$ cat src/rtl/ram_port_arbiter_pkg.sv
// Shared types and constants for the RAM port arbiter.
// `A_W sets the RAM address width (word address is `A_W-1 bits wide).
`ifndef A_W
`define A_W 9
`endif

package ram_port_arbiter_pkg;

  localparam int ADDR_W_DEF = `A_W - 1;
  localparam int CNT_W      = 16;

  typedef enum logic [1:0] {
    INIT_SYNC = 2'd0,
    CLEAR     = 2'd1,
    RUN       = 2'd2
  } arb_state_t;

  function automatic logic [CNT_W-1:0] sat_inc(input logic [CNT_W-1:0] v);
    return (&v) ? v : v + 1'b1;
  endfunction

endpackage

$ cat src/rtl/ram_port_arbiter_rr_picker.sv
// Combinational round-robin priority encoder: first asserted req at or
// above ptr wins, otherwise the lowest asserted req below ptr.
module rr_picker #(
  parameter int NUM_REQ = 4,
  parameter int ID_W    = 2
) (
  input  logic [NUM_REQ-1:0] req,
  input  logic [ID_W-1:0]    ptr,
  output logic [NUM_REQ-1:0] gnt,
  output logic [ID_W-1:0]    winner,
  output logic               found
);

  always_comb begin
    gnt    = '0;
    winner = '0;
    found  = 1'b0;
    for (int i = 0; i < NUM_REQ; i++) begin
      if (!found && req[i] && (ID_W'(i) >= ptr)) begin
        found  = 1'b1;
        winner = ID_W'(i);
        gnt[i] = 1'b1;
      end
    end
    // Wrapped pass: nothing at or above ptr, take the lowest index.
    for (int i = 0; i < NUM_REQ; i++) begin
      if (!found && req[i]) begin
        found  = 1'b1;
        winner = ID_W'(i);
        gnt[i] = 1'b1;
      end
    end
  end

endmodule

$ cat src/rtl/ram_port_arbiter.sv
// Round-robin sharing of one single-port RAM between NUM_REQ requesters,
// with post-reset RAM clear sequencing. Optional stats: RAM_ARB_STATS_EN.
module ram_port_arbiter
  import ram_port_arbiter_pkg::*;
#(
  parameter int NUM_REQ = 4,
  parameter int ADDR_W  = ADDR_W_DEF,
  parameter int ID_W    = 2
) (
  input  logic                  clk,
  input  logic                  rst,
  input  logic [NUM_REQ-1:0]    req,
  input  logic [NUM_REQ-1:0]    req_we,
  input  logic [NUM_REQ*ADDR_W-1:0] req_addr,
  input  logic [NUM_REQ*32-1:0] req_wdata,
  output logic [NUM_REQ-1:0]    gnt,
  output logic [NUM_REQ-1:0]    rvalid,
  output logic [31:0]           rdata,
  output logic                  init_done,
  output logic                  ram_rst,
  output logic                  ram_ena,
  output logic                  ram_wea,
  output logic [ADDR_W-1:0]     ram_addr,
  output logic [31:0]           ram_din,
  input  logic [31:0]           ram_dout,
  input  logic                  ram_read_valid,
  output arb_state_t            fsm_state
`ifdef RAM_ARB_STATS_EN
  ,
  output logic [NUM_REQ*CNT_W-1:0] grant_cnt,
  output logic [CNT_W-1:0]         conflict_cnt
`endif
);

  arb_state_t          state, state_nxt;
  logic [1:0]          sync;
  logic                run;
  logic [NUM_REQ-1:0]  req_run;
  logic [ID_W-1:0]     rr_ptr, winner, owner_id;
  logic                found, owner_valid, rd_accept;

  // Reset release synchronizer; state leaves INIT_SYNC once it fills.
  always_ff @(posedge clk or negedge rst) begin
    if (!rst) sync <= '0;
    else      sync <= {sync[0], 1'b1};
  end

  always_ff @(posedge clk or negedge rst) begin
    if (!rst) state <= INIT_SYNC;
    else      state <= state_nxt;
  end

  always_comb begin
    state_nxt = state;
    case (state)
      INIT_SYNC: if (sync[1]) state_nxt = CLEAR;
      CLEAR:     state_nxt = RUN;
      RUN:       state_nxt = RUN;
      default:   state_nxt = INIT_SYNC;
    endcase
  end

  always_comb begin
    run       = (state == RUN);
    init_done = run;
    ram_rst   = !run;
    fsm_state = state;
  end

  assign req_run = run ? req : '0;

  rr_picker #(.NUM_REQ(NUM_REQ), .ID_W(ID_W)) u_picker (
    .req    (req_run),
    .ptr    (rr_ptr),
    .gnt    (gnt),
    .winner (winner),
    .found  (found)
  );

  // One-hot grant makes this an AND-OR mux; idle drives zeros.
  always_comb begin
    ram_ena   = found;
    ram_wea   = 1'b0;
    ram_addr  = '0;
    ram_din   = '0;
    rd_accept = 1'b0;
    for (int i = 0; i < NUM_REQ; i++) begin
      if (gnt[i]) begin
        ram_wea   = req_we[i];
        ram_addr  = req_addr[i*ADDR_W +: ADDR_W];
        ram_din   = req_wdata[i*32 +: 32];
        rd_accept = !req_we[i];
      end
    end
  end

  always_ff @(posedge clk or negedge rst) begin
    if (!rst) begin
      rr_ptr      <= '0;
      owner_id    <= '0;
      owner_valid <= 1'b0;
    end else begin
      if (found) rr_ptr <= (winner == ID_W'(NUM_REQ-1)) ? '0 : winner + 1'b1;
      owner_valid <= rd_accept;
      if (rd_accept) owner_id <= winner;
    end
  end

  always_comb begin
    for (int i = 0; i < NUM_REQ; i++)
      rvalid[i] = ram_read_valid & owner_valid & (owner_id == ID_W'(i));
    rdata = (|rvalid) ? ram_dout : '0;
  end

`ifdef RAM_ARB_STATS_EN
  // Conflicts are counted in every cycle out of reset, not only in RUN.
  always_ff @(posedge clk or negedge rst) begin
    if (!rst) begin
      grant_cnt    <= '0;
      conflict_cnt <= '0;
    end else begin
      for (int i = 0; i < NUM_REQ; i++)
        if (gnt[i]) grant_cnt[i*CNT_W +: CNT_W] <= sat_inc(grant_cnt[i*CNT_W +: CNT_W]);
      if ((req & (req - 1'b1)) != '0) conflict_cnt <= sat_inc(conflict_cnt);
    end
  end
`endif

endmodule

$ cat config.mk
export PLATFORM = sky130hd
export DESIGN_NAME = ram_port_arbiter
export DESIGN_NICKNAME = d
export VERILOG_FILES = /design/src/rtl/ram_port_arbiter_pkg.sv /design/src/rtl/ram_port_arbiter_rr_picker.sv /design/src/rtl/ram_port_arbiter.sv
export SDC_FILE = /design/constraint.sdc
export NUM_CORES = 1
export LEC_CHECK = 0
export ABC_AREA = 1
export BUFFER_PORTS_ARGS = -buffer_cell sky130_fd_sc_hd__buf_2
export CORE_AREA = 10 10 105 107
export CTS_CLUSTER_SIZE = 16
export DETAILED_ROUTE_END_ITERATION = 16
export DIE_AREA = 0 0 115 117
export MAX_ROUTING_LAYER = met4
export PLACE_DENSITY_LB_ADDON = 0.05
export SYNTH_ARGS = -nofsm -noshare
export SYNTH_HDL_FRONTEND = slang
export SYNTH_SLANG_ARGS = --single-unit
export TNS_END_PERCENT = 5
$ cat constraint.sdc
create_clock -name clk -period 1.8 [get_ports clk]
set_clock_uncertainty 0.2 [all_clocks]
set_input_delay 0.09 -clock clk [delete_from_list [all_inputs] [get_ports clk]]
set_output_delay 0.09 -clock clk [all_outputs]
set_load 0.005 [all_outputs]
==> Word level (Yosys, flattened, before mapping) <==
Cells that the tools add are included.
{ "word_totals": {"register_bits": 9, "latchBits": 0, "mem_bits_rw": 0, "rom_bits": 0, "inputBits": 203, "output_inout_bits": 86, "word_cells": 92, "n_memories": 0} }
{ "op_classes": {"addsub": 1, "multipliers": 0, "div_mod_pow": 0, "order_cmp": 4, "eq_ne": 7, "n_shift": 0, "n_mux": 43, "n_bitwise": 5, "reduce_logical": 27} }
{ "op_table": {"columns": ["operator", "count"], "rows": [
  ["two-way mux 32 bit", 5],
  ["two-way mux 8 bit", 4],
  ["two-way mux 1 bit", 24],
  ["two-way mux 2 bit", 8],
  ["zero test 1 bit", 12],
  ["logical AND 1 bit", 11],
  ["equality test 2 bit, second input constant", 4],
  ["AND 1 bit", 5],
  ["equality test 2 x 1 -> 1 bit, second input constant", 2],
  ["greater-or-equal comparator 1 x 2 -> 1 bit, first input constant", 2],
  ["greater-or-equal comparator 2 bit, first input constant", 2],
  ["zero test 2 bit", 2],
  ["two-way mux 4 bit", 1],
  ["case mux 2 bit (2 select lines)", 1],
  ["OR reduction 4 bit", 1],
  ["adder 2 x 1 -> 2 bit, second input constant", 1],
  ["inequality test 2 bit, second input constant", 1],
  ["OR reduction 2 bit", 1]
]} }

==> Logic depth before layout (Yosys ltp) <==
{ "depth": {"word_depth": 30, "ltp_mapped": 14, "ltp_nobuf": 14} }

==> Modules after synthesis <==
Synthesis repeated with hierarchy kept, for this count alone.
{ "hier_totals": {"cells_unflattened": 473, "area_unflattened_um2": 2321.0} }
{ "by_module_without_submodules": {"columns": ["module", "instances", "cells_per_inst", "area_each_um2", "seq_area_each_um2"], "rows": [
  ["ram_port_arbiter", 1, 444, 2174.6, 225.2],
  ["rr_picker", 1, 29, 146.4, 0.0]
]} }

==> Worst setup path before layout <==
No wires, ideal clock.
{ "synth_timing": {"path_type": "register to register", "startpoint": "register state[0] (netlist: fsm_state[0])", "endpoint": "register owner_id[0]", "setup_time_ns": 0.117, "t_arrival_ns": 1.660, "required_ns": 1.483, "slack_ns": -0.177, "stages_incl_launch_ff": 15, "synth_period_minus_slack_ns": 1.977, "cell_sequence": "dfrtp_1 -> inv_1 -> ha_1 -> nand2_2 -> inv_1 -> nand2_2 -> nand2_2 -> nor2_2 -> nand3_1 -> nand2_2 -> nand2_1 -> nand2_1 -> inv_1 -> nand4_1 -> nand2_1"} }
{ "synth_via": {"elab_chain_cells": 29, "elab_cells_between_ends": 45} }
{ "synth_rtl": {"columns": ["element", "line_no", "source"], "rows": [
  ["start, declared", "ram_port_arbiter.sv:35", "arb_state_t state, state_nxt;"],
  ["start signal, assigned", "ram_port_arbiter.sv:50", "else state <= state_nxt;"],
  ["equality test 2 bit (*)", "ram_port_arbiter.sv:64", "run = (state == RUN);"],
  ["net init_done", "ram_port_arbiter.sv:19", "output logic init_done,"],
  ["two-way mux 4 bit (*)", "ram_port_arbiter.sv:70", "assign req_run = run ? req : '0;"],
  ["logical AND 1 bit", "ram_port_arbiter_rr_picker.sv:19", "if (!found && req[i] && (ID_W'(i) >= ptr)) begin"],
  ["two-way mux 1 bit", "ram_port_arbiter_rr_picker.sv:19", null],
  ["zero test 1 bit", "ram_port_arbiter_rr_picker.sv:19", null],
  ["logical AND 1 bit (2 in series)", "ram_port_arbiter_rr_picker.sv:19", null],
  ["two-way mux 1 bit", "ram_port_arbiter_rr_picker.sv:19", null],
  ["[13 not listed]", null, null],
  ["two-way mux 1 bit", "ram_port_arbiter_rr_picker.sv:27", "if (!found && req[i]) begin"],
  ["zero test 1 bit", "ram_port_arbiter_rr_picker.sv:27", null],
  ["logical AND 1 bit", "ram_port_arbiter_rr_picker.sv:27", null],
  ["two-way mux 1 bit", "ram_port_arbiter_rr_picker.sv:27", null],
  ["zero test 1 bit", "ram_port_arbiter_rr_picker.sv:27", null],
  ["logical AND 1 bit", "ram_port_arbiter_rr_picker.sv:27", null],
  ["two-way mux 1 bit", "ram_port_arbiter_rr_picker.sv:27", null],
  ["two-way mux 1 bit", "ram_port_arbiter.sv:88", "if (gnt[i]) begin"],
  ["end signal, assigned", "ram_port_arbiter.sv:105", "if (rd_accept) owner_id <= winner;"],
  ["end, declared", "ram_port_arbiter.sv:39", "logic [ID_W-1:0] rr_ptr, winner, owner_id;"]
]} }
Mark *: on every way through the listed nets, which the timed path passes. The rest lies on a longest branch.
A chain may end at the register's enable or synchronous reset.

==> Worst setup path after layout <==
{ "layout_timing": {"startpoint": "register state[1] (netlist: fsm_state[1])", "endpoint": "output port ram_din[0]"} }
{ "layout_via": {"elab_chain_cells": 29, "elab_cells_between_ends": 38} }
{ "layout_rtl": {"columns": ["element", "line_no", "source"], "rows": [
  ["equality test 2 bit (*)", "ram_port_arbiter.sv:64", null],
  ["two-way mux 4 bit (*)", "ram_port_arbiter.sv:70", null],
  ["logical AND 1 bit", "ram_port_arbiter_rr_picker.sv:19", null],
  ["two-way mux 1 bit", "ram_port_arbiter_rr_picker.sv:19", null],
  ["zero test 1 bit", "ram_port_arbiter_rr_picker.sv:19", null],
  ["logical AND 1 bit (2 in series)", "ram_port_arbiter_rr_picker.sv:19", null],
  ["two-way mux 1 bit", "ram_port_arbiter_rr_picker.sv:19", null],
  ["zero test 1 bit", "ram_port_arbiter_rr_picker.sv:19", null],
  ["[12 not listed]", null, null],
  ["two-way mux 1 bit", "ram_port_arbiter_rr_picker.sv:27", null],
  ["zero test 1 bit", "ram_port_arbiter_rr_picker.sv:27", null],
  ["logical AND 1 bit", "ram_port_arbiter_rr_picker.sv:27", null],
  ["two-way mux 1 bit", "ram_port_arbiter_rr_picker.sv:27", null],
  ["zero test 1 bit", "ram_port_arbiter_rr_picker.sv:27", null],
  ["logical AND 1 bit", "ram_port_arbiter_rr_picker.sv:27", null],
  ["two-way mux 1 bit", "ram_port_arbiter_rr_picker.sv:27", null],
  ["two-way mux 32 bit (*)", "ram_port_arbiter.sv:88", null],
  ["end, declared", "ram_port_arbiter.sv:24", "output logic [31:0] ram_din,"]
]} }
Every way passes the cells marked *; elsewhere a longest branch is shown, timed or not.

==> reports/results.ini <==
[detailed_routing]
wl_met3_mm = 1.27
drtIter0Drc = 292
routed-wl-met2_mm = 6.96
antenna_left = 0
dr_total_vias = 3404
first_pass_iters = 4
routed.top_layer = met4
wl_met1_mm = 4.48
wire_per_inst_um = 16.2
routed_via_density = 4.33
post-route-drc-count = 0
wl_mm = 12.7

[floorplanning]
io_pins = 289
core_area_sq_mm = 0.00902
dieArea_sq_mm = 0.0135
start_util_pct = 19.9
chipWidth_um = 115
row_count = 35
die_y_um = 117

[power]
vdd_drop_max_mv = 0.760
cellPowerDensity_mw_per_mm2 = 1230
power.net_switching_mw = 2.26
pwr-share-seq_pct = 7.2
pwr-share-comb_pct = 88.0
internal_power_mw = 2.48
switching_share_pct = 47.6
clkPwrFrac_pct = 4.8
leakagePower_nw = 2.40

[logic_synthesis]
syn_avg_cell_area_sq_um = 4.88
ys_types = 19
netlist_area_sq_mm = 0.00180
ys_ff_latch = 9
ys_warn_count = 0
syn_inst = 368
synth_top_area_share_pct = 38.4
yosysTopAreaCell = nand2_1
synth_area_leaders = nand2_1 38%, nand4_1 16%, dfrtp_1 13%, inv_1 11%, nor2_1 7.1%
seq_area_frac_synth_pct = 12.5
synth_nets = 574

[timing]
fmax_ghz = 0.445
worst_slack_ps = -447
hold_violations = 0
setup_violations = 51
maxSlewViolCount = 0
holdWs_ps = 10.1
fin_crit_sh_pct = 125
period_needed_ps = 2250
rsz0062_at_grt = yes

[flow_run]
drv_cap = 0

[critical_path]
crit_fanout = 7
worstPathArrival_ps = 1960
crit_path_start_kind = register
worstSetupPathType = register to primary output
worstSetupEndpointType = primary output
crit_required_ps = 1510

[clock_tree]
cts-root-buf = clkbuf_8
insertion_delay_ps = 230
clk_path_buf_depth = 2
cts_tree = built
cts.sinks = 9
clkSlewWorstSetupHoldPaths_ps = 50
htreeDepth = 1
cts_made_buffers = 3

[cells_and_area]
layout_common_cells = 285 x buf_2, 171 x nand2_1, 47 x inv_1
num_antenna_cells = 0
drive_above_1_share_pct = 52.3
area_delta_synth_final_pct = 114
finalNonFillerCells = 786
fillers = 1014
final_util_pct = 42.7
final_common_cell = buf_2
final_nets = 882

[global_route]
grt_antenna_before_repair = 0
gr-total-overflow = 0
grt_pass1_vias = 3344
grt_util_all_layers_pct = 17.0
grt_pass1_wl_mm = 18.0
grt_max_degree = 37

[status]
status = finished with violations
violations = setup timing

[place]
place_congestion = 0.888
hpwl_mm = 10.9
placed_cells = 770
port_buffers = 288

[min_path]
min_path_type = input port to register

[Yosys cell counts]
cell	instances
or2_1	1
conb_1	1
ha_1	3
nor3_1	4
nand2_1	184
nand2_2	6
nor2_2	1
inv_1	51
nor2_1	34
inv_2	1
a31oi_1	1
nand4_1	45
dfrtp_1	9
buf_2	8
buf_4	8
clkbuf_1	3
nand4_2	1
nand3_1	3
o21ai_0	4
[registers in the layout, summed over array words and instances (netlist names)]
name / flops
fsm_state: 2
owner_id: 2
owner_valid: 1
rr_ptr: 2
sync: 2
[metrics by stage]
step | total power, mW | cell area [sq um] | setup TNS (ps) | setup slack [ps]
4_1_cts | 4.73 | 3780 | -19810 | -458
2_1_floorplan | 2.26 | 1870 | -721 | -22.2
5_1_grt | 5.26 | 3850 | -25440 | -602
6_report | 4.74 | 3850 | -18280 | -447
3_3_place_gp | 4.13 | 3560 | -7420 | -196
3_5_place_dp | 4.12 | 3560 | -8100 | -215
[per-layer routing]
metal / global-route usage (%) / up-vias
li1: - / 1759
met1: 18.1 / 1457
met2: 32.0 / 184
met3: 4.49 / 4
met4: 0.990 / 0
met5: - / -
[power groups by stage]
stage          registers, mW  logic [mW]  clock network, mW
4_1_cts                0.340        4.16              0.233
5_1_grt                0.348        4.66              0.251
6_report               0.339        4.17              0.227
3_5_place_dp           0.343        3.77                  0
3_3_place_gp           0.340        3.78                  0
2_1_floorplan          0.339        1.92                  0
[logic make-up after synthesis]
logic type / share of synthesized area (%)
AOI/OAI and AO/OA: 1.46
other: 0.209
and+or+nand+nor: 66.6
buffers and inverters: 17.1
adders and majority gates: 2.09
DFF: 12.5
[timing repair]
action / in CTS / in global routing
endpoints found under the setup margin: 51 / 51
setup buffers: 5 / 3
pin swaps: 8 / 3
hold buffers: 1 / 0
hold endpoints to repair: 9 / 0
gates resized for setup: 13 / 7
gates cloned: 2 / 1
[worst max-delay path: stages, from the launching register on]
cell and delay, ps:
dfrtp_1 400, ha_4 190, buf_4 130, nand2_1 70, nand2_2 60, nor2_4 130
nand2_2 80, nand2_4 120, buf_12 130, buf_12 110, nand2_1 60, nand4_1 100
buf_2 140
[final timing paths]
path,slack (ps),start,cells after the start,end
max,-450,fsm_state[1],12,ram_din[0]
min,10,req_we[2],4,owner_id[1]
max reg2reg,-200,fsm_state[1],14,owner_id[0]
min reg2reg,150,sync[0],0,sync[1]
max in group asynchronous,1180,rst,2,owner_id[1]
min in group asynchronous,40,rst,2,sync[0]
[layout make-up]
type | count | area (sq um) | area share (%)
inverters | 52 | 195 | 5.07
repair buffers | 322 | 1910 | 49.6
clock buffers | 4 | 45.0 | 1.17
well taps | 111 | 139 | 3.61
flip-flops and latches | 9 | 225 | 5.85
multi-input cells | 288 | 1340 | 34.7
Note: power is estimated with default switching activity, not from simulation.
